[src/rtl/core_pkg.sv]
// Shared types and defaults for the rv32i core pipeline.
package core_pkg;

  typedef enum logic {PASS, HOLD} ifid_mode_e;

  localparam int unsigned DEFAULT_XLEN     = 32;
  localparam int unsigned DEFAULT_ILEN     = 32;
  localparam logic [31:0] DEFAULT_NOP_INST = 32'h0000_0013;

endpackage

[src/rtl/inst_hold_buf.sv]
// One-entry instruction hold buffer for IF/ID: freezes the IMEM word across a stall
// and substitutes a NOP for invalid slots.
module inst_hold_buf
  import core_pkg::*;
#(
  parameter int unsigned       ILEN     = DEFAULT_ILEN,
  parameter logic [ILEN-1:0]   NOP_INST = ILEN'(DEFAULT_NOP_INST)
) (
  input  logic            clk,
  input  logic            rst,
  input  logic [ILEN-1:0] i_inst,
  input  logic            i_stall,
  input  logic            i_flush,
  input  logic            i_valid_q,
  output logic [ILEN-1:0] o_inst
);

  ifid_mode_e      mode_q, mode_d;
  logic [ILEN-1:0] hold_q, hold_d;

  always_ff @(posedge clk) begin
    if (rst) begin
      mode_q <= PASS;
      hold_q <= NOP_INST;
    end else begin
      mode_q <= mode_d;
      hold_q <= hold_d;
    end
  end

  always_comb begin
    mode_d = mode_q;
    hold_d = hold_q;
    if (i_flush) begin
      mode_d = PASS;
    end else if (i_stall) begin
      // Capture only on the first stall cycle; later cycles see unrelated IMEM data.
      if (mode_q == PASS) begin
        hold_d = i_inst;
        mode_d = HOLD;
      end
    end else begin
      mode_d = PASS;
    end
  end

  always_comb begin
    o_inst = i_inst;
    if (!i_valid_q) begin
      o_inst = NOP_INST;
    end else if (mode_q == HOLD) begin
      o_inst = hold_q;
    end
  end

endmodule

[src/rtl/if_id_stage.sv]
// IF/ID pipeline register: latches fetch PC and valid, passes the synchronous IMEM word
// through, and applies stall/flush control.
module if_id_stage
  import core_pkg::*;
#(
  parameter int unsigned     XLEN     = DEFAULT_XLEN,
  parameter int unsigned     ILEN     = DEFAULT_ILEN,
  parameter logic [XLEN-1:0] RESET_PC = '0,
  parameter logic [ILEN-1:0] NOP_INST = ILEN'(DEFAULT_NOP_INST)
) (
  input  logic            clk,
  input  logic            rst,
  input  logic            i_valid,
  input  logic [XLEN-1:0] i_pc,
  input  logic [ILEN-1:0] i_inst,
  input  logic            i_stall,
  input  logic            i_flush,
  output logic            o_ready,
  output logic            o_valid,
  output logic [XLEN-1:0] o_pc,
  output logic [XLEN-1:0] o_pc_plus4,
  output logic [ILEN-1:0] o_inst
);

  logic [XLEN-1:0] pc_q, pc_d;
  logic            valid_q, valid_d;

  always_ff @(posedge clk) begin
    if (rst) begin
      pc_q    <= RESET_PC;
      valid_q <= 1'b0;
    end else begin
      pc_q    <= pc_d;
      valid_q <= valid_d;
    end
  end

  always_comb begin
    pc_d    = pc_q;
    valid_d = valid_q;
    if (i_flush) begin
      pc_d    = i_pc;
      valid_d = 1'b0;
    end else if (!i_stall) begin
      pc_d    = i_pc;
      valid_d = i_valid;
    end
  end

  inst_hold_buf #(
    .ILEN     (ILEN),
    .NOP_INST (NOP_INST)
  ) u_inst_hold_buf (
    .clk       (clk),
    .rst       (rst),
    .i_inst    (i_inst),
    .i_stall   (i_stall),
    .i_flush   (i_flush),
    .i_valid_q (valid_q),
    .o_inst    (o_inst)
  );

  // A flush redirects fetch, so it must be allowed to advance even under a stall.
  assign o_ready    = !i_stall | i_flush;
  assign o_valid    = valid_q;
  assign o_pc       = pc_q;
  assign o_pc_plus4 = pc_q + XLEN'(4);

endmodule

[config.mk]
export PLATFORM = sky130hd
export DESIGN_NAME = if_id_stage
export DESIGN_NICKNAME = d
export VERILOG_FILES = /design/src/rtl/core_pkg.sv /design/src/rtl/inst_hold_buf.sv /design/src/rtl/if_id_stage.sv
export SDC_FILE = /design/constraint.sdc
export NUM_CORES = 1
export LEC_CHECK = 0
export CORE_MARGIN = 5
export CORE_UTILIZATION = 50
export CTS_CLUSTER_SIZE = 16
export DETAILED_ROUTE_END_ITERATION = 7
export DONT_BUFFER_PORTS = 1
export GPL_TIMING_DRIVEN = 0
export PLACE_DENSITY_LB_ADDON = 0.1
export SLEW_MARGIN = 20
export SYNTH_ARGS = -nofsm -noshare
export SYNTH_HDL_FRONTEND = slang
export SYNTH_SLANG_ARGS = --single-unit
[constraint.sdc]
create_clock -name clk -period 2.95 [get_ports clk]
set_input_delay 0.59 -clock clk [delete_from_list [all_inputs] [get_ports clk]]
set_output_delay 0.59 -clock clk [all_outputs]
set_load 0.02 [all_outputs]
==> impl_summary.txt, run 1 <==
----------------------------------------------------
[Synth]
  Xor-xnor portion of the synthesized cell area ... 0.0727
  Post-synthesis share of cell area spent on full adders, half adders and majority gates ... 0.00371
  Largest family of logic cells by synthesized area ... simple AND/OR/NAND/NOR gates
  Syn Nets ... 510
  Area leader, netlist ... dfxtp_1
  Share of synthesized cell area in and, or, nand and nor gates ... 0.306
  Post-synthesis instance total ... 440
  Number of distinct library cells after synthesis ... 26
  Syn Area/Cell ... roughly 7.7 sq um
  Synthesis Warnings ... 0
  Fraction of the yosys area taken by sequential cells ... 0.392
  Multiplexer area fraction after synthesis ... 0.0979
  Combined area of all synthesized cells ... about 3400 sq um
  Leading cell types by total area after synthesis ... dfxtp_1, nand2_1, mux2i_1, a21oi_1, nor2b_1
  Synthesis-stage register bit count ... between 60 and 70
  Post-synth top area share ... 0.392
  Compound-gate portion of the synthesized area ... 0.0905

[Setup path]
  Top Family by Delay on Critical Path ... simple AND/OR/NAND/NOR gates
  Origin of the critical flop-to-flop path ... u_inst_hold_buf.mode_q
  Category of the worst setup path launch point ... flop
  CP startpoint ... o_pc[5]
  Series of cell instances along the critical path ... nand4_1 -> or4_4 -> nor4_2 -> xor2_2
  Standard cell with the maximum stage delay on the critical path ... or4_4
  Critical setup path kind ... flop to output port
  Setup slack on the worst flop-to-flop path ... ~1.3 ns
  Worst path buffer plus inverter count ... 0
  Max incr delay on CP ... 0.62 ns
  Arr. time, crit path ... between 2 and 2.5 ns
  Worst Path Required ... ~2.4 ns
  Max FO, Critical Path ... 7
  Sort of element at the end of the critical path ... output port

[Final layout]
  Most frequent standard cell in the layout excluding fill and tap cells ... nand2_1
  Filler cells ... approximately 660
  Final net count ... 522
  Synthesis-to-finish area growth ... 13.6%
  End-of-flow core utilization ... 0.574
  Commonest cells after routing, fill and taps aside ... nand2_1, a21oi_1, dfxtp_1
  Share of post-route cells with drive strength above 1 ... 0.105
  Number of antenna repair diodes ... 0

[Hold path]
  Hold WC Path Type ... input port to flop
  Start point of the worst min-delay path ... i_flush

[STA]
  Share of the clock period used by the worst path ... 0.974
  Number of slew-limit violations in the final report ... 0
  Hold Fails Final Rpt ... 0
  Normalized max-slew margin ... 0.513
  Worst-case setup margin in the final layout ... ~0.076 ns
  Final Critical Period ... ~2.9 ns
  Top achievable clock speed ... about 350 MHz
  Clock skew after layout ... about 0.0096 ns
  Final setup viols ... 0
  Transition time at the pin with the least slew margin ... 0.731 ns

[Routing]
  Iteration-0 DRC count of the detailed router ... 67
  Vias per std cell ... 5.48
  DRC violations left ... 0
  Overall via count from detail_route ... around 2,900
  Post-detailed-route wirelength per cell ... 16.8 um
  Aggregate routed wire length ... 9040 um
  Remaining number of nets flagged by the antenna check after routing ... 0
  Iteration count of the initial detailed-routing pass ... 5

[Clocking]
  Clock latency on the worst-skew pair ... approximately 0.34 ns
  Number of hold buffers added after cts ... 0
  H-tree depth ... 3
  Num Clock Sinks ... 66
  Longest Clk Path Bufs ... 2
  Number of clock buffers inserted by TritonCTS ... 9
  Reg clk slew, reported paths ... about 0.080 ns
  CTS tree ... yes
  Root cell of the clock tree ... clkbuf_8

[Power]
  Sw Share ... 0.274
  Max rail drop VDD ... a little under 0.0004 V
  Fraction of power consumed by sequential logic ... 0.475
  Int Pwr ... between 1.5 and 2 mW
  Net switching power of the design ... roughly 0.6 mW
  Power share of the clock group ... 0.416
  Total power ... about 2.2 mW
  Pwr dens ... roughly 570 nW/um^2
  Leakage component of the power ... 1.40 nW
  Gate power share ... 0.109

[Placed design]
  Placer Congestion ... between 0.7 and 0.8
  HPWL Detailed ... 6700 um
  Number of port buffers ... 0
  Pre-CTS worst setup slack ... -0.102 ns

[Global routing]
  Congestion Overflow GR ... 0
  Vias in the first global route ... 2,917
  Global-route wire length before repair ... 14,200 um
  Initial antenna violation count ... 0
  Overall Global Routing Usage ... 0.208
  Maximum number of pins on one net before global-route repair ... 12

[Die]
  Standard-cell row count ... 30
  Initial cell density of the core ... 0.505
  Die width ... between 90 and 100 um
  Die Area ... between 8000 and 9000 sq um
  CORE AREA ... 6680 sq um
  Die Span Y ... roughly 92 um
  Number of top-level pins ... 167

[Job]
  Count of maximum capacitance violations ... 0

[Outcome]
  Status ... complete, no violations

----------------------------------------------------
-- per-stage QoR --
| step | std cells | cell area (sq um) | hold WS [ns] | TNS, ns |
|---|---|---|---|---|
| after detailed placement | 520 | 3470 | 0.448 | -0.298 |
| after global placement | 520 | 3470 | 0.442 | -0.239 |
| after floorplan | 440 | 3370 | 0.436 | 0 |
| after CTS | 536 | 3770 | 0.306 | -0.0433 |
| final | 537 | 3830 | 0.320 | 0 |
| after global routing | 537 | 3830 | 0.302 | -0.0559 |
-- state kept, by name (all words and copies together), names as in the netlist --
name / count
o_pc: 32
o_valid: 1
u_inst_hold_buf.hold_q: 32
u_inst_hold_buf.mode_q: 1
-- synthesized netlist by cell type, drive strengths merged --
| master | n |
|---|---|
| nand2 | 142 |
| dfxtp | 66 |
| a21oi | 61 |
| mux2i | 33 |
| nor2b | 30 |
| clkbuf | 26 |
| xnor2 | 15 |
| xor2 | 13 |
| nand3 | 10 |
| nand4 | 8 |
| nor2 | 6 |
| nor4 | 6 |
| nor3 | 5 |
| and3 | 3 |
| buf | 3 |
| nand3b | 3 |
| or4 | 3 |
| and4 | 2 |
| inv | 2 |
| clkinv | 1 |
| ha | 1 |
| nand2b | 1 |
-- final timing paths --
path | endpoint | cells past startpoint
setup reg to reg | u_inst_hold_buf.hold_q[16] | 5
hold / removal | o_valid | 1
hold reg to reg | u_inst_hold_buf.hold_q[26] | 2
setup / recovery | o_pc_plus4[31] | 4
-- cell type report --
| cell class | instances | area (sq um) | share of cell area |
|---|---|---|---|
| flip-flops and latches | 66 | 1360 | 0.354 |
| plain buffers | 29 | 118 | 0.0307 |
| multi-input cells | 342 | 2000 | 0.523 |
| well taps | 80 | 100 | 0.0261 |
| inverters | 3 | 11.3 | 0.00294 |
| clock inverters | 5 | 103 | 0.0268 |
| clock buffers | 11 | 131 | 0.0343 |
| repair buffers | 1 | 7.51 | 0.00196 |
-- layer usage --
layer | global-route usage | part of all wire | up-vias
met1 | 0.246 | 0.41 | 1347
met2 | 0.345 | 0.48 | 105
met3 | 0.0722 | 0.089 | 15
li1 | - | - | 1477
met4 | 0.0854 | 0.020 | 0
met5 | 0 | 0 | -
-- logic make-up (layout without fill, tap and decap cells) --
| logic type | after synthesis | count (layout) |
|---|---|---|
| xor gates and xnor gates | 28 | 28 |
| buffers and inverters | 32 | 49 |
| AOI/OAI and AO/OA | 61 | 61 |
| and+or+nand+nor | 219 | 219 |
| DFF | 66 | 66 |
| muxes | 33 | 33 |
| adders and majority gates | 1 | 1 |
-- power groups by stage --
stage | logic, mW | registers, mW | clock network (mW)
after detailed placement | 0.237 | 1.05 | 0
after CTS | 0.239 | 1.04 | 0.930
after global placement | 0.233 | 1.05 | 0
after floorplan | 0.200 | 1.04 | 0
final | 0.237 | 1.04 | 0.906
after global routing | 0.262 | 1.04 | 0.973
-- repair_timing --
item / CTS / global route
resized for setup: 17 / 17
setup endpoints to repair: 17 / 10
pin swaps: 0 / 1
setup buffers: 0 / 1
No activity file was read; power rests on OpenSTA's default activity.
==> run 2: changes to the inputs <==
- CTS_CLUSTER_DIAMETER: not set -> 100
- RECOVER_POWER: not set -> 50
- SYNTH_HIERARCHICAL: not set -> 1
==> run 2 against run 1 <==
Clock power fell by 29%. Sequential power barely moved. Final area rose by 7.4%. Core utilization fell by 0.61 points. Sequential share of layout area fell by 3.3 points. Sequential cell count did not move. Critical path type unchanged. Largest cell class unchanged. Largest power group unchanged.
==> impl_summary.txt, run 2 <==
----------------------------------------------------
[Clocking]
  Longest Clk Path Bufs ... 2 (unchanged)
  Number of hold buffers added after cts ... 0 (unchanged)
  Num Clock Sinks ... 66 (unchanged)
  Root cell of the clock tree ... clkbuf_8
  Number of clock buffers inserted by TritonCTS ... 9 (unchanged)
  Reg clk slew, reported paths ... 0.06 ns (-0.02 ns)
  H-tree depth ... 3 (unchanged)
  CTS tree ... yes
  Clock latency on the worst-skew pair ... 0.32 ns (-0.02 ns)

[Synth]
  Area leader, netlist ... dfxtp_1
  Combined area of all synthesized cells ... 3740 sq um (+11%)
  Dominant synthesized flop cell ... dfxtp_1
  Top-count cell post-synth ... nand2_1
  Leading cell types by total area after synthesis ... dfxtp_1, mux2i_1, nand2b_1, nand2_1, xnor2_1
  Fraction of the yosys area taken by sequential cells ... 0.353 (-0.0381)
  Number of distinct library cells after synthesis ... 27 (+3.8%)
  Synthesis-stage register bit count ... 66 (unchanged)
  Syn Nets ... 505 (-0.98%)
  Post-synthesis instance total ... 435 (-1.1%)
  Synthesis Warnings ... 6 (+6)
  Post-synth top area share ... 0.353 (-0.0381)
  Syn Area/Cell ... 8.59 sq um (+12%)
  Number of flops mapped to enable cells by yosys ... 0 (unchanged)
  Post-synthesis async set-or-reset flop share ... 0 (unchanged)
  Most instantiated cells after synthesis ... nand2_1, dfxtp_1, mux2i_1, nand2b_1, a21oi_1

[STA]
  Share of the clock period used by the worst path ... 0.954 (-0.0202)
  Total Neg Setup Slack ... 0 ns (unchanged)
  Number of slew-limit violations in the final report ... 0 (unchanged)
  Hold Fails Final Rpt ... 0 (unchanged)
  Final Critical Period ... 2.81 ns (-0.0595 ns)
  Clock skew after layout ... 0.00711 ns (-0.00249 ns)
  Final setup viols ... 0 (unchanged)
  Top achievable clock speed ... 355 MHz (+2.1%)
  Normalized max-slew margin ... 0.580 (+0.0670)
  Worst-case setup margin in the final layout ... 0.135 ns (+0.0595 ns)
  Transition time at the pin with the least slew margin ... 0.630 ns (-0.101 ns)

[Die]
  Die Span Y ... 96.5 um (+4.7%)
  Die Area ... 9310 sq um (+9.6%)
  Standard-cell row count ... 31 (+3.3%)
  Initial cell density of the core ... 0.515 (+0.0104)
  Die width ... 96.5 um (+4.7%)
  CORE AREA ... 7250 sq um (+8.6%)
  Number of top-level pins ... 167 (unchanged)

[Final layout]
  Filler cells ... 710 (+7.9%)
  Share of post-route cells with drive strength above 1 ... 0.0958 (-0.00926)
  Number of antenna repair diodes ... 0 (unchanged)
  Final net count ... 517 (-0.96%)
  Most frequent standard cell in the layout excluding fill and tap cells ... nand2_1
  Non-filler instance count after layout ... 548 (+2.0%)
  Commonest cells after routing, fill and taps aside ... nand2_1, mux2i_1, dfxtp_1
  Area taken by flip-flops and latches ... 1320 sq um (-2.5%)
  Multi-input gate area in the final layout ... 2260 sq um (+13%)
  Synthesis-to-finish area growth ... 10.1%
  Area of all placed cells without fillers ... 4120 sq um (+7.4%)

[Setup path]
  Endpoint of the most critical register-to-register path ... u_inst_hold_buf/hold_q[8]
  Max FO, Critical Path ... 10 (+3)
  Worst Path Required ... 2.36 ns (about the same)
  Category of the worst setup path launch point ... flop
  Worst R2R Path Depth ... 5 (unchanged)
  Setup slack on the worst flop-to-flop path ... 1.74 ns (+0.41 ns)
  Sort of element at the end of the critical path ... output port
  Arr. time, crit path ... 2.22 ns (-0.06 ns)
  CP startpoint ... o_pc[4]
  Capturing element of the worst setup path ... o_pc_plus4[25]
  Origin of the critical flop-to-flop path ... u_inst_hold_buf/mode_q
  Critical setup path kind ... flop to output port

[Routing]
  Iteration-0 DRC count of the detailed router ... 95 (+42%)
  Aggregate routed wire length ... 9330 um (+3.3%)
  Iteration count of the initial detailed-routing pass ... 4 (-1)
  Post-detailed-route wirelength per cell ... 17.0 um (+1.2%)
  Remaining number of nets flagged by the antenna check after routing ... 0 (unchanged)
  DRC violations left ... 0 (unchanged)
  Overall via count from detail_route ... 2,922 (-0.75%)
  Vias per std cell ... 5.33 (-2.7%)

[Power]
  Net switching power of the design ... 0.562 mW (-6.0%)
  Leakage component of the power ... 1.55 nW (+10%)
  Power share of the clock group ... 0.330 (-0.086)
  Total power ... 1.96 mW (-10%)
  Sw Share ... 0.287 (+0.0125)
  Gate power share ... 0.141 (+0.032)
  Pwr dens ... 476 nW/um^2 (-16%)
  Int Pwr ... 1.40 mW (-12%)
  Max rail drop VDD ... 0.000269 V (-30%)
  Fraction of power consumed by sequential logic ... 0.528 (+0.053)

[Global routing]
  Global-route wire length before repair ... 13,900 um (-2.3%)
  Congestion Overflow GR ... 0 (unchanged)
  Initial antenna violation count ... 0 (unchanged)
  Maximum number of pins on one net before global-route repair ... 11 (-1)
  Overall Global Routing Usage ... 0.191 (-0.0177)
  Vias in the first global route ... 2,951 (+1.2%)

[Job]
  Count of maximum capacitance violations ... 0 (unchanged)

[Hold path]
  Hold WC Path Type ... input port to flop

[Placed design]
  Number of port buffers ... 0 (unchanged)
  Placement-stage cell area ... 3860 sq um (+11%)
  DP Cell Count ... 534 (+2.7%)
  Pre-CTS worst setup slack ... 0.307 ns (+0.409 ns)
  HPWL Detailed ... 6930 um (+3.3%)
  Placer Congestion ... 0.795 (+0.81%)

[Outcome]
  Status ... complete, no violations

----------------------------------------------------
-- run 2: kinds of logic after synthesis --
group	share of synthesized area
buffers and inverters	0.0619
AND/OR/NAND/NOR	0.299
AO/OA/AOI/OAI	0.0428
multiplexers	0.174
flip-flops	0.353
XOR/XNOR	0.0656
adder cells (fa/ha/maj)	0.00335
-- run 2: worst max-delay path: stages (launching register included) --
cell and delay, ns:
dfxtp_1 0.56, and4_1 0.32, nor3b_2 0.21, buf_4 0.20, nand4_1 0.15, xnor2_1 0.46
-- run 2: area by class of cell --
class,count,share of cell area
well taps,99,0.0301
flip-flops and latches,66,0.322
inverters,3,0.00274
clock buffers,13,0.0386
multi-input cells,333,0.549
plain buffers,33,0.0529
repair buffers,1,0.00486
-- run 2: worst min path at each step --
stage                                          start                          to  slack [ns]  depth (start not counted)
final                                        i_flush      u_inst_hold_buf/mode_q        0.34                          1
after global routing                         i_flush      u_inst_hold_buf/mode_q        0.33                          1
after CTS                                    i_flush      u_inst_hold_buf/mode_q        0.32                          1
after detailed placement  u_inst_hold_buf/hold_q[17]  u_inst_hold_buf/hold_q[17]        0.47                          2
after global placement    u_inst_hold_buf/hold_q[23]  u_inst_hold_buf/hold_q[23]        0.46                          2
after floorplan           u_inst_hold_buf/hold_q[10]  u_inst_hold_buf/hold_q[10]        0.45                          2
-- run 2: repair_timing --
| item | in CTS | in global routing |
|---|---|---|
| pin swaps | 1 | 0 |
| endpoints found under the hold margin | 0 | 0 |
| buffers inserted | 1 | 0 |
| gates resized for setup | 3 | 9 |
| setup endpoints to repair | 9 | 9 |
-- run 2: power groups by stage --
stage,Sequential [mW],Combinational (mW),Clock (mW)
6_report,1.04,0.277,0.647
3_3_place_gp,1.05,0.269,0
3_5_place_dp,1.05,0.273,0
4_1_cts,1.03,0.276,0.675
2_1_floorplan,1.04,0.236,0
5_1_grt,1.04,0.303,0.703
-- run 2: through the flow --
stage | hold WS (ns) | utilization
floorplan | 0.448 | -
global placement | 0.457 | 0.533
detailed placement | 0.467 | 0.533
CTS | 0.318 | 0.560
global route | 0.328 | 0.568
finish | 0.340 | 0.568
-- run 2: layer usage --
layer / part of all wire / vias up / routed length, um / track usage
met5: 0 / - / 0 / 0
met4: 0.020 / 0 / 188 / 0.0806
met3: 0.093 / 13 / 867 / 0.0627
met2: 0.48 / 115 / 4460 / 0.316
met1: 0.41 / 1340 / 3810 / 0.226
li1: - / 1454 / - / -
